--- src/rtl/ov7670_capture.sv ---
// OV7670 RGB565 capture: pairs camera bytes into pixels, converts them to 4-bit gray
// and writes whole, VSYNC-aligned frames into a raster-ordered frame buffer.
module ov7670_capture #(
  parameter int hRez = 640,
  parameter int vRez = 480
) (
  input  logic        pclk,
  input  logic        rst_n,
  input  logic        capture_en,
  input  logic        cam_vsync,
  input  logic        cam_href,
  input  logic [7:0]  cam_din,
  output logic        wr_en,
  output logic [18:0] wr_addr,
  output logic [3:0]  wr_data,
  output logic        frame_done,
  output logic        busy
);

  localparam int COL_W = $clog2(hRez) + 1;
  localparam int ROW_W = $clog2(vRez) + 1;

  typedef enum logic [1:0] {IDLE, ARM, CAPTURE} state_t;

  state_t           state, state_next;
  logic             vs_q, hr_q, vs_prev, hr_prev;
  logic [7:0]       d_q, byte0;
  logic             phase;
  logic [COL_W-1:0] col;
  logic [ROW_W-1:0] row;
  logic [18:0]      line_base;
  logic             vs_rise, vs_fall, hr_fall;
  logic             start, frame_end;
  logic             pix_ok;
  logic [6:0]       sum;

  // NOTE: every clocked process uses <= so all registers update from pre-edge values.
  always_ff @(posedge pclk) begin
    if (!rst_n) begin
      vs_q    <= 1'b0;
      hr_q    <= 1'b0;
      d_q     <= '0;
      vs_prev <= 1'b0;
      hr_prev <= 1'b0;
    end else begin
      vs_q    <= cam_vsync;
      hr_q    <= cam_href;
      d_q     <= cam_din;
      vs_prev <= vs_q;
      hr_prev <= hr_q;
    end
  end

  assign vs_rise = vs_q & ~vs_prev;
  assign vs_fall = ~vs_q & vs_prev;
  assign hr_fall = ~hr_q & hr_prev;

  always_ff @(posedge pclk) begin
    if (!rst_n) state <= IDLE;
    else        state <= state_next;
  end

  // NOTE: combinational blocks assign a default first so no path can infer a latch.
  always_comb begin
    state_next = state;
    case (state)
      IDLE:    if (capture_en) state_next = ARM;
      ARM: begin
        if (vs_fall)          state_next = CAPTURE;
        else if (!capture_en) state_next = IDLE;
      end
      CAPTURE: if (vs_rise) state_next = capture_en ? ARM : IDLE;
      default: state_next = IDLE;
    endcase
  end

  always_comb begin
    busy      = (state == CAPTURE);
    start     = (state == ARM) && vs_fall;
    frame_end = (state == CAPTURE) && vs_rise;
  end

  // R5 + G6 + B5 of the pixel completed by the byte now in d_q.
  assign sum    = {2'b00, byte0[7:3]} + {1'b0, byte0[2:0], d_q[7:5]} + {2'b00, d_q[4:0]};
  assign pix_ok = (col < COL_W'(hRez)) && (row < ROW_W'(vRez));

  always_ff @(posedge pclk) begin
    if (!rst_n) begin
      phase      <= 1'b0;
      byte0      <= '0;
      col        <= '0;
      row        <= '0;
      line_base  <= '0;
      wr_en      <= 1'b0;
      wr_addr    <= '0;
      wr_data    <= '0;
      frame_done <= 1'b0;
    end else begin
      wr_en      <= 1'b0;
      frame_done <= frame_end;
      if (start) begin
        phase     <= 1'b0;
        col       <= '0;
        row       <= '0;
        line_base <= '0;
      end else if (busy) begin
        if (hr_q) begin
          phase <= ~phase;
          if (!phase) begin
            byte0 <= d_q;
          end else begin
            if (pix_ok) begin
              wr_en   <= 1'b1;
              wr_addr <= line_base + 19'(col);
              wr_data <= sum[6:3];
            end
            // Counters saturate so over-long lines or frames cannot wrap into the window.
            if (col != '1) col <= col + 1'b1;
          end
        end else begin
          phase <= 1'b0;
          if (hr_fall && col != '0) begin
            col       <= '0;
            line_base <= line_base + 19'(hRez);
            if (row != '1) row <= row + 1'b1;
          end
        end
      end else begin
        phase <= 1'b0;
      end
    end
  end

endmodule

--- config.mk ---
export PLATFORM = sky130hd
export DESIGN_NAME = ov7670_capture
export DESIGN_NICKNAME = d
export VERILOG_FILES = /design/src/rtl/ov7670_capture.sv
export SDC_FILE = /design/constraint.sdc
export NUM_CORES = 1
export LEC_CHECK = 0
export CORE_ASPECT_RATIO = 1.75
export CORE_MARGIN = 2
export CORE_UTILIZATION = 34
export CTS_BUF_LIST = sky130_fd_sc_hd__clkbuf_4
export CTS_CLUSTER_DIAMETER = 100
export DETAILED_ROUTE_END_ITERATION = 8
export PLACE_DENSITY = 0.48
export SLEW_MARGIN = 20
export SYNTH_ARGS = -nofsm -noshare
export SYNTH_HDL_FRONTEND = slang
export SYNTH_SLANG_ARGS = --single-unit
--- constraint.sdc ---
create_clock -name pclk -period 3.9 [get_ports pclk]
set_clock_uncertainty 0.05 [all_clocks]
set_input_delay 0.78 -clock pclk [delete_from_list [all_inputs] [get_ports pclk]]
set_output_delay 0.78 -clock pclk [all_outputs]
set_load 0.1 [all_outputs]
# Word-level counts from Yosys, hierarchy flattened

Cells that the tools add are included.

Output and inout port bits: 26
Word-level logic and storage cells: 69
Input port bits: 13
Flip-flop bits (word level): 88

Order comparisons: 2
Equality and inequality tests: 9
$add $sub $neg: 6
Reduce and logical (&&, ||, !) cells: 16
Bitwise gates (word level): 10
Mux-type cells: 11

Operator list:

| kind                                                          | count |
|---|---|
| two-way mux 11 bit                                            | 4 |
| adder 19 x 10 -> 19 bit (second input constant)               | 1 |
| adder 19 x 11 -> 19 bit                                       | 1 |
| AND reduction 4 bit                                           | 3 |
| adder 11 x 1 -> 11 bit (second input constant)                | 1 |
| less-than comparator 11 x 10 -> 1 bit (second input constant) | 1 |
| != test 11 bit (second input constant)                        | 1 |
| nonzero test 11 bit                                           | 1 |
| adder 10 x 1 -> 10 bit (second input constant)                | 1 |
| less-than comparator 10 x 9 -> 1 bit (second input constant)  | 1 |
| != test 10 bit (second input constant)                        | 1 |
| two-way mux 2 bit                                             | 4 |
| adder 5 x 6 -> 7 bit                                          | 1 |
| adder 7 x 5 -> 7 bit                                          | 1 |
| NOT 1 bit                                                     | 7 |
| != test 2 x 1 -> 1 bit (second input constant)                | 3 |
| one-hot mux 2 bit (3 select lines)                            | 1 |
| AND reduction 3 bit                                           | 2 |
| AND reduction 5 bit                                           | 1 |
| OR reduction 5 bit                                            | 1 |
| logical AND 1 bit                                             | 4 |
| OR reduction 4 bit                                            | 1 |
| bitwise AND 1 bit                                             | 3 |
| != test 3 bit (second input constant)                         | 1 |
| other kinds (7)                                               | 8 |

# Depth between registers and ports, before layout

Gate-level depths: netlist of the first run.

Depth in word-level cells: 5
Depth in mapped cells: 9
Gate-level depth less buffers: 9

# Worst setup path before layout of the first run

Ideal clock, no wire load.

Path kind: register to register
From: register state[1]
To: register byte0[0]
Clock period less this slack: 2.734 ns
Cell stages (with the launch flop): 7
Data arrival time: 2.562 ns
Required time: 3.728 ns
Buffers on the path: 1
Setup slack: 1.166 ns
Cell sequence: dfxtp_1 nor2b_1 nand2_1 or2_2 clkbuf_1 nand2_1 a21boi_0

Elaborated cells between the ends (all ways): 5
Classes of those cells: 2 x eq/ne; 1 x bitwise; 2 x reduce/logical

RTL lines:

| element                              | line | source |
|---|---|---|
| start, declared                      | 25   | `state_t state, state_next;` |
| start signal, assigned               | 60   | `else state <= state_next;` |
| equality test 2 bit                  | 78   | `busy = (state == CAPTURE);` |
| net busy                             | 17   | `output logic busy` |
| AND reduction 4 bit (no source line) | n/a  |  |
| end signal, assigned                 | 110  | `byte0 <= d_q;` |
| end, declared                        | 27   | `logic [7:0] d_q, byte0;` |

The timed path passes the listed nets, and every way through them passes these cells.
A chain may end at the register's enable or synchronous reset.

# Worst setup path in the final report of the first run

From: register wr_addr[11]
To: output port wr_addr[11]

RTL lines:

| element                | line | source |
|---|---|---|
| start, declared        | 14   | `output logic [18:0] wr_addr,` |
| start signal, assigned | 114  | `wr_addr <= line_base + 19'(col);` |

No word-level cell between the ends.

==> reports/results.txt, run 1 <==
total global-route track usage - 14.3%
initial antenna violation count - 1
WP depth - 1
CP Cell Sequence - clkdlybuf4s50_1
Post-Route WL - 8.13 mm
sequential share of the synthesized area - 43.0%
Die W - 83.6 µm
Via density - 4.97
post-synth top area cell - dfxtp_1
Cells on Worst Hold Path - 1
Setup crit end kind - output port
core footprint - 10,800 µm²
pwr dens - 331 nW/µm²
Starting Density - 35.0%
Post-synth EDFFs - 0
clock sinks - 81
unrepaired setup endpoints after global routing - no
Top delay family on crit path - buffers and inverters
status - completed
most frequent cells in the layout - dfxtp_1 (81), nand2_1 (37), clkdlybuf4s50_1 (37)
fin cells - 573
Final Wtd Congestion - 0.793
TNS Setup - 0 ns
CTS H-tree depth - 3
Skew-Pair Late Insertion Delay - 0.43 ns
largest net degree at the start of global routing - 48
DP Wirelength - 5.88 mm
CTS tree - done
dpl cells - 556
fill cell count - 1,101
via count - 2,849
Unique masters post-synth - 51
CP max-delay cell - clkdlybuf4s50_1
clock network fraction of total power - 38.6%
first-pass GRT wire length - 13.8 mm
Reg clk slew, reported paths - 0.14 ns
DIE AREA - 12,000 µm²
largest vdd supply drop - 0.212 mV
most common cell after layout, fill and taps aside - dfxtp_1
YS warnings - 0
Critical Path AT - 1.95 ns
post_cts resized - 0
GRT overflow - 0
Flop pwr share - 57.8%
die height - 143 µm
DRT iter0 DRCs - 90
Crit Path Class - reg2out
layout cells sized above 1 - 6.56%
final hold vios - 0
Reg2Reg Depth - 8
largest stage delay on the critical path - 1.15 ns
Reg2Reg Setup Slack - 1.45 ns
Synth Area per Inst - 9.21 µm²
Port Buffers - 38
ANT nets after route - 0
Post-CTS Setup Inserts - 0
kind of start point of the critical path - flop
row count - 50
vias in the first global route - 2,850
Tcrit/Tclk final - 71.4%
max_slew headroom - 34.1%
Max-Cap Viols - 0
slew at the pin closest to its max-slew limit - 0.985 ns
Critical Path Fanout Max - 2
top cells by area, synth - dfxtp_1 (43%), xnor2_1 (4.9%), ha_1 (4.3%)
fin. max-slew vios - 0
Buffers & Inverters on Critical Path - 1
Mapped Cells - 409
combinational share of power - 3.6%
Post-route DRC - 0
Post-CTS Hold Buffers - 0
Bufs on Longest Clock Path - 2
Switching Share - 23.0%
Mapped Area - 3770 µm²
Synth async-reset ratio - 0%
hold crit path type - reg2reg
syn_nets - 440
routed wire length per instance - 14.2 µm
IO Pins - 39
post-synth top area share - 43.0%
minimum clock period - 2.78 ns
nets@finish - 468
Seq cells post-synth - 81
fmax - 0.359 GHz
NetSw - 0.335 mW
clock root cell - clkbuf_4
DRT Pass-1 Iters - 4
WP data required - 3.07 ns
internal power - 1.12 mW
CTS buffer count - 9
Layout area overhead - 16.8%
Leak - 1.56 nW
Main synth FF type - dfxtp_1
count of final setup violators - 0
[registers in the layout (all words and copies together) (netlist names), 2 cells and up]
| register | cells |
|---|---|
| row | 10 |
| state | 2 |
| col | 11 |
| wr_addr | 19 |
| line_base | 12 |
| byte0 | 8 |
| wr_data | 4 |
| d_q | 8 |
[routing by layer]
layer  GRT usage [%]  wire (µm)  part of all wire, %  up-vias
met1            16.7       3570                   44     1339
met5               0          0                    0        -
met3            3.06        195                  2.4        8
li1                -          -                    -     1474
met2            25.1       4200                   52       28
met4            6.20        170                  2.1        0
[cells in the mapped netlist (all sizes together) (9+ instances only)]
| cell type | n |
|---|---|
| inv | 11 |
| mux2i | 15 |
| and2 | 14 |
| dfxtp | 81 |
| nand2 | 37 |
| xnor2 | 21 |
| nor2b | 16 |
| o21ai | 21 |
| clkbuf | 16 |
| nand3 | 9 |
| nor2 | 29 |
| a21oi | 21 |
| nor3 | 9 |
| ha | 13 |
| buf | 9 |
[final cells by class]
class / instances / area [µm²] / area share (%)
well taps: 130 / 163 / 3.70
clock inverters: 7 / 93.8 / 2.13
flip-flops and latches: 81 / 1620 / 36.8
clock buffers: 9 / 67.6 / 1.54
inverters: 11 / 41.3 / 0.938
repair buffers: 42 / 408 / 9.27
multi-input cells: 292 / 2000 / 45.5
diodes: 1 / 2.50 / 0.0569
[final timing paths]
check	from	to
worst max-delay path	wr_addr[11]	wr_addr[11]
worst min register to register	vs_prev	frame_done
worst max register to register	col[0]	col[7]
worst min-delay path	vs_prev	frame_done
[cells by family (layout without fill, tap and decap cells)]
group	Yosys count	in the layout	share of synthesized area, %
other	0	1	0
AOI/OAI and AO/OA	79	79	13.9
and+or+nand+nor	153	153	21.4
adders and majority gates	18	18	6.97
muxes	15	15	3.98
buffers and inverters	36	69	4.35
DFF	81	81	43.0
xor gates and xnor gates	27	27	6.27
[power by group through the flow]
stage | clock, mW | combinational, mW | sequential [mW]
finish | 0.563 | 0.0518 | 0.842
global placement | 0 | 0.0526 | 0.861
global route | 0.623 | 0.0584 | 0.844
detailed placement | 0 | 0.0532 | 0.861
floorplan | 0 | 0.0337 | 0.857
CTS | 0.592 | 0.0534 | 0.843
[per-stage QoR]
step	setup WS [ns]	area [µm²]	total power, mW	utilization (%)	hold WS [ns]
after global routing	1.04	4400	1.53	40.9	0.407
after global placement	1.47	4240	0.913	39.4	0.375
final	1.12	4400	1.46	40.9	0.392
after floorplan	1.17	3770	0.891	-	0.348
after detailed placement	1.43	4240	0.914	39.4	0.374
after CTS	1.07	4400	1.49	40.9	0.395
No activity file was read; power rests on OpenSTA's default activity.
==> run 2, diff against run 1 <==
clock period = 2.73 ns   (was 3.9 ns; I/O delays follow)
==> reports/results.txt, run 2 (synthesis results as in run 1) <==
status - completed
count of final setup violators - 0 (unchanged)
vias in the first global route - 2,771 (-2.8%)
NetSw - 0.463 mW (+38%)
hold crit path type - reg2reg
DRT Pass-1 Iters - 4 (unchanged)
CTS H-tree depth - 3 (unchanged)
post_cts resized - 0 (unchanged)
largest registers - wr_addr (19), line_base (12), col (11)
initial antenna violation count - 1 (unchanged)
die height - 143 µm (unchanged)
GRT overflow - 0 (unchanged)
Max-Cap Viols - 0 (unchanged)
ANT nets after route - 0 (unchanged)
via count - 2,913 (+2.2%)
CTS buffer count - 9 (unchanged)
Critical Path Fanout Max - 27 (+25)
first-pass GRT wire length - 13.8 mm (unchanged)
max_slew headroom - 47.3% (+13 points)
Critical Path AT - 2.54 ns (+0.59 ns)
clock network fraction of total power - 34.8% (-3.8 points)
Setup WS pre-CTS - 0.455 ns (-0.971 ns)
Tot Pwr - 1.96 mW (+35%)
combinational share of power - 3.9% (+0.3 points)
WP data required - 3.00 ns (-0.07 ns)
row count - 50 (unchanged)
routed wire length per instance - 14.4 µm (+1.7%)
nets@finish - 470 (+0.43%)
Skew-Pair Late Insertion Delay - 0.43 ns (about the same)
Post-route DRC - 0 (unchanged)
clock sinks - 81 (unchanged)
Post-CTS Hold Buffers - 0 (unchanged)
Bufs on Longest Clock Path - 2 (unchanged)
internal power - 1.50 mW (+34%)
Via density - 5.07 (+2.1%)
Switching Share - 23.6% (+0.60 points)
dpl cells - 558 (+0.36%)
TNS Setup - 0 ns (unchanged)
largest net degree at the start of global routing - 48 (unchanged)
minimum clock period - 2.27 ns
Post-Route WL - 8.29 mm (+1.9%)
final hold vios - 0 (unchanged)
IO Pins - 39 (unchanged)
PnR worst setup slack - 0.458 ns (-0.657 ns)
DP Wirelength - 5.88 mm (about the same)
DIE AREA - 12,000 µm² (unchanged)
largest vdd supply drop - 0.201 mV (-5.4%)
total global-route track usage - 14.4% (+0.096 points)
CTS tree - done
most common cell after layout, fill and taps aside - dfxtp_1
fin cells - 574 (+0.17%)
Cells on Worst Hold Path - 1 (unchanged)
max reg flops - 19 (unchanged)
kind of start point of the critical path - flop
Leak - 1.60 nW (+2.4%)
Flop pwr share - 61.3% (+3.5 points)
Biggest register - wr_addr
core footprint - 10,800 µm² (unchanged)
Tcrit/Tclk final - 83.2%
most frequent cells in the layout - dfxtp_1 (81), nand2_1 (37), buf_4 (32)
pwr dens - 454 nW/µm² (+37%)
layout cells sized above 1 - 12.4% (+5.9 points)
Port Buffers - 38 (unchanged)
fmax - 0.440 GHz
Die W - 83.6 µm (unchanged)
unrepaired setup endpoints after global routing - no
Reg clk slew, reported paths - 0.14 ns (about the same)
DRT iter0 DRCs - 101 (+12%)
Layout area overhead - 14.7%
fin. max-slew vios - 0 (unchanged)
Setup crit end kind - flop
Reg2Reg Depth - 8 (unchanged)
Final Wtd Congestion - 0.743 (-6.4%)
Starting Density - 35.0% (unchanged)
slew at the pin closest to its max-slew limit - 0.784 ns (-0.201 ns)
Post-CTS Setup Inserts - 0 (unchanged)
clock root cell - clkbuf_4
Crit Path Class - reg2reg
run 2: per-stage QoR:
step | hold WS, ns | utilization, % | area (µm²)
4_1_cts | 0.400 | 40.1 | 4320
6_report | 0.397 | 40.2 | 4320
3_3_place_gp | 0.377 | 39.0 | 4190
2_1_floorplan | 0.348 | - | 3770
3_5_place_dp | 0.379 | 39.0 | 4190
5_1_grt | 0.426 | 40.2 | 4320
run 2: power by group through the flow:
| stage | logic [mW] | registers [mW] | clock network, mW |
|---|---|---|---|
| 2_1_floorplan | 0.0482 | 1.22 | 0 |
| 5_1_grt | 0.0842 | 1.21 | 0.765 |
| 3_3_place_gp | 0.0755 | 1.23 | 0 |
| 3_5_place_dp | 0.0765 | 1.23 | 0 |
| 6_report | 0.0756 | 1.20 | 0.684 |
| 4_1_cts | 0.0768 | 1.20 | 0.722 |
run 2: critical path, cell delays in order (launching register included):
cell and delay, ns:
dfxtp_1 0.38, inv_1 0.08, ha_1 0.14, or4b_1 0.48
o41ai_4 0.35, buf_4 0.34, nor2_1 0.12, xnor2_1 0.19
nor2_1 0.05
run 2: final timing paths:
kind / startpoint / to / slack [ns]
min reg2reg: vs_prev / frame_done / 0.40
max reg2reg: col[0] / row[0] / 0.46
min: vs_prev / frame_done / 0.40
max: col[0] / row[0] / 0.46
run 2: cell type report:
type / count / area (µm²)
repair buffers: 44 / 360
well taps: 130 / 163
multi-input cells: 292 / 2010
inverters: 11 / 41.3
clock inverters: 6 / 60.1
clock buffers: 9 / 67.6
fillers: 1105 / 6440
diodes: 1 / 2.50
flip-flops and latches: 81 / 1620
run 2: metal layers:
| layer | vias up | share of wire, % | track usage [%] |
|---|---|---|---|
| met1 | 1372 | 44 | 17.0 |
| li1 | 1483 | - | - |
| met3 | 10 | 2.8 | 3.12 |
| met2 | 48 | 51 | 25.2 |
| met5 | - | 0 | 0 |
| met4 | 0 | 1.5 | 5.86 |
==> run 3, diff against run 2 <==
PLACE_DENSITY = 0.5   (was 0.48)
clock period = 1.9 ns   (was 2.73 ns; I/O delays follow)
==> reports/results.txt, run 3 (synthesis results as in run 1) <==
Critical Path Fanout Max - 2 (-93%)
slew at the pin closest to its max-slew limit - 0.385 ns (-0.398 ns)
die height - 143 µm (unchanged)
Biggest register - wr_addr
Post-route DRC - 0 (unchanged)
WL met2 - 4.68 mm (+10%)
Tot Pwr - 3.30 mW (+68%)
max reg flops - 19 (unchanged)
pwr dens - 629 nW/µm² (+39%)
first-pass GRT wire length - 13.9 mm (+0.90%)
reg2reg start - d_q[2]
failing checks - setup timing
Port Buffers - 38 (unchanged)
CTS H-tree depth - 3 (unchanged)
Bufs on Longest Clock Path - 2 (unchanged)
GRT overflow - 0 (unchanged)
Die W - 83.6 µm (unchanged)
Layout area overhead - 39.1%
largest net degree at the start of global routing - 44 (-8.3%)
Reg clk slew, reported paths - 0.14 ns (about the same)
final hold vios - 0 (unchanged)
Top delay family on crit path - adder cells
vias in the first global route - 2,920 (+5.4%)
count of final setup violators - 30 (+30)
clock sinks - 81 (unchanged)
Tcrit/Tclk final - 107% (+24 points)
nets@finish - 507 (+7.9%)
ANT nets after route - 0 (unchanged)
Buffers & Inverters on Critical Path - 0 (-2)
largest registers - wr_addr (19), line_base (12), col (11)
crit path launch - d_q[2]
CP max-delay cell - fa_1
WL met1 - 3.59 mm (-2.0%)
row count - 50 (unchanged)
Critical Path AT - 2.38 ns (-0.16 ns)
Post-Route WL - 8.66 mm (+4.5%)
Max-Cap Viols - 0 (unchanged)
CTS tree - done
Via density - 4.94 (-2.7%)
DP Wirelength - 6.09 mm (+3.6%)
Starting Density - 35.0% (unchanged)
Met3 Routed Length - 210 µm (-10%)
Hold Startpoint - vs_prev
WP data required - 2.24 ns (-0.76 ns)
Skew-Pair Late Insertion Delay - 0.45 ns (+0.02 ns)
IO Pins - 39 (unchanged)
clock root cell - clkbuf_4
hold crit path type - reg2reg
largest stage delay on the critical path - 0.53 ns (+0.05 ns)
core footprint - 10,800 µm² (unchanged)
layout cells sized above 1 - 29.5% (+17 points)
Final Wtd Congestion - 0.798 (+7.5%)
DRT iter0 DRCs - 132 (+31%)
CTS buffer count - 9 (unchanged)
Reg area - 1640 µm² (+1.2%)
fmax - 0.490 GHz (+11%)
unrepaired setup endpoints after global routing - yes
fill cell count - 1,020 (-7.7%)
routed wire length per instance - 14.2 µm (-1.9%)
area of the multi-input gates - 2180 µm² (+8.6%)
Core Util, Final - 48.7% (+8.6 points)
fin cells - 612 (+6.6%)
Leak - 1.95 nW (+22%)
max layer used - met4
status - finished, violations left
minimum clock period - 2.04 ns (-0.230 ns)
kind of start point of the critical path - flop
max_slew headroom - 74.3% (+27 points)
largest vdd supply drop - 0.471 mV (+130%)
DIE AREA - 12,000 µm² (unchanged)
Setup crit end kind - flop
most frequent cells in the layout - dfxtp_1 (65), nand2_1 (37), buf_4 (37)
via count - 3,021 (+3.7%)
total global-route track usage - 14.6% (+0.20 points)
Crit Path Class - reg2reg
most common cell after layout, fill and taps aside - dfxtp_1
dpl cells - 586 (+5.0%)
CP Cell Sequence - fa_1 > ha_4 > nand4b_1 > o211ai_1 > nor2_1 > xnor2_1 > o2bb2ai_1
fin. max-slew vios - 0 (unchanged)
PnR worst setup slack - -0.142 ns (-0.600 ns)
Post-CTS Hold Buffers - 0 (unchanged)
DRT Pass-1 Iters - 4 (unchanged)
initial antenna violation count - 1 (unchanged)
## run 3: final timing paths
kind / endpoint / slack [ns] / depth (start not counted)
max: wr_data[2] / -0.14 / 7
min: frame_done / 0.40 / 1
max reg2reg: wr_data[2] / -0.14 / 7
min reg2reg: frame_done / 0.40 / 1
## run 3: worst register-to-register path, delay by kind of cell (launching register included)
| kind | cells | cell delay (ns) |
|---|---|---|
| and+or+nand+nor | 2 | 0.20 |
| xor gates and xnor gates | 1 | 0.17 |
| AOI/OAI and AO/OA | 2 | 0.37 |
| DFF | 1 | 0.36 |
| adders and majority gates | 2 | 0.84 |
## run 3: layout make-up
| type | count | share of cell area, % |
|---|---|---|
| sequential | 81 | 31.3 |
| timing repair buffer | 81 | 19.2 |
| clock inverter | 7 | 2.72 |
| antenna | 1 | 0.0477 |
| tap | 130 | 3.10 |
| inverter | 11 | 0.787 |
| clock buffer | 9 | 1.29 |
| multi-input combinational | 292 | 41.5 |
## run 3: routing by layer
layer | global-route usage, % | up-vias
met5 | 0 | -
met4 | 7.05 | 0
met3 | 2.66 | 15
met2 | 26.2 | 40
met1 | 16.5 | 1417
li1 | - | 1549
## run 3: stage by stage
step / setup slack (ns) / setup TNS (ns) / cell area [µm²] / hold WS (ns)
CTS: -0.135 / -2.62 / 5150 / 0.402
global route: -0.252 / -6.34 / 5240 / 0.416
finish: -0.142 / -2.58 / 5240 / 0.398
detailed placement: -0.169 / -3.29 / 4770 / 0.371
global placement: -0.132 / -1.98 / 4770 / 0.373
floorplan: -0.0573 / -0.512 / 3800 / 0.348
## run 3: power breakdown
part,total [mW],switching (mW),internal [mW],leakage [nW]
sequential,1.73,0.0121,1.71,0.662
combinational,0.151,0.0695,0.0813,1.18
clock,1.42,0.620,0.800,0.110
## run 3: timing repair
action	CTS	global route
gates resized for setup	34	23
buffers inserted	6	1
setup endpoints to repair	38	45
pin swaps	18	15
gates cloned	2	0
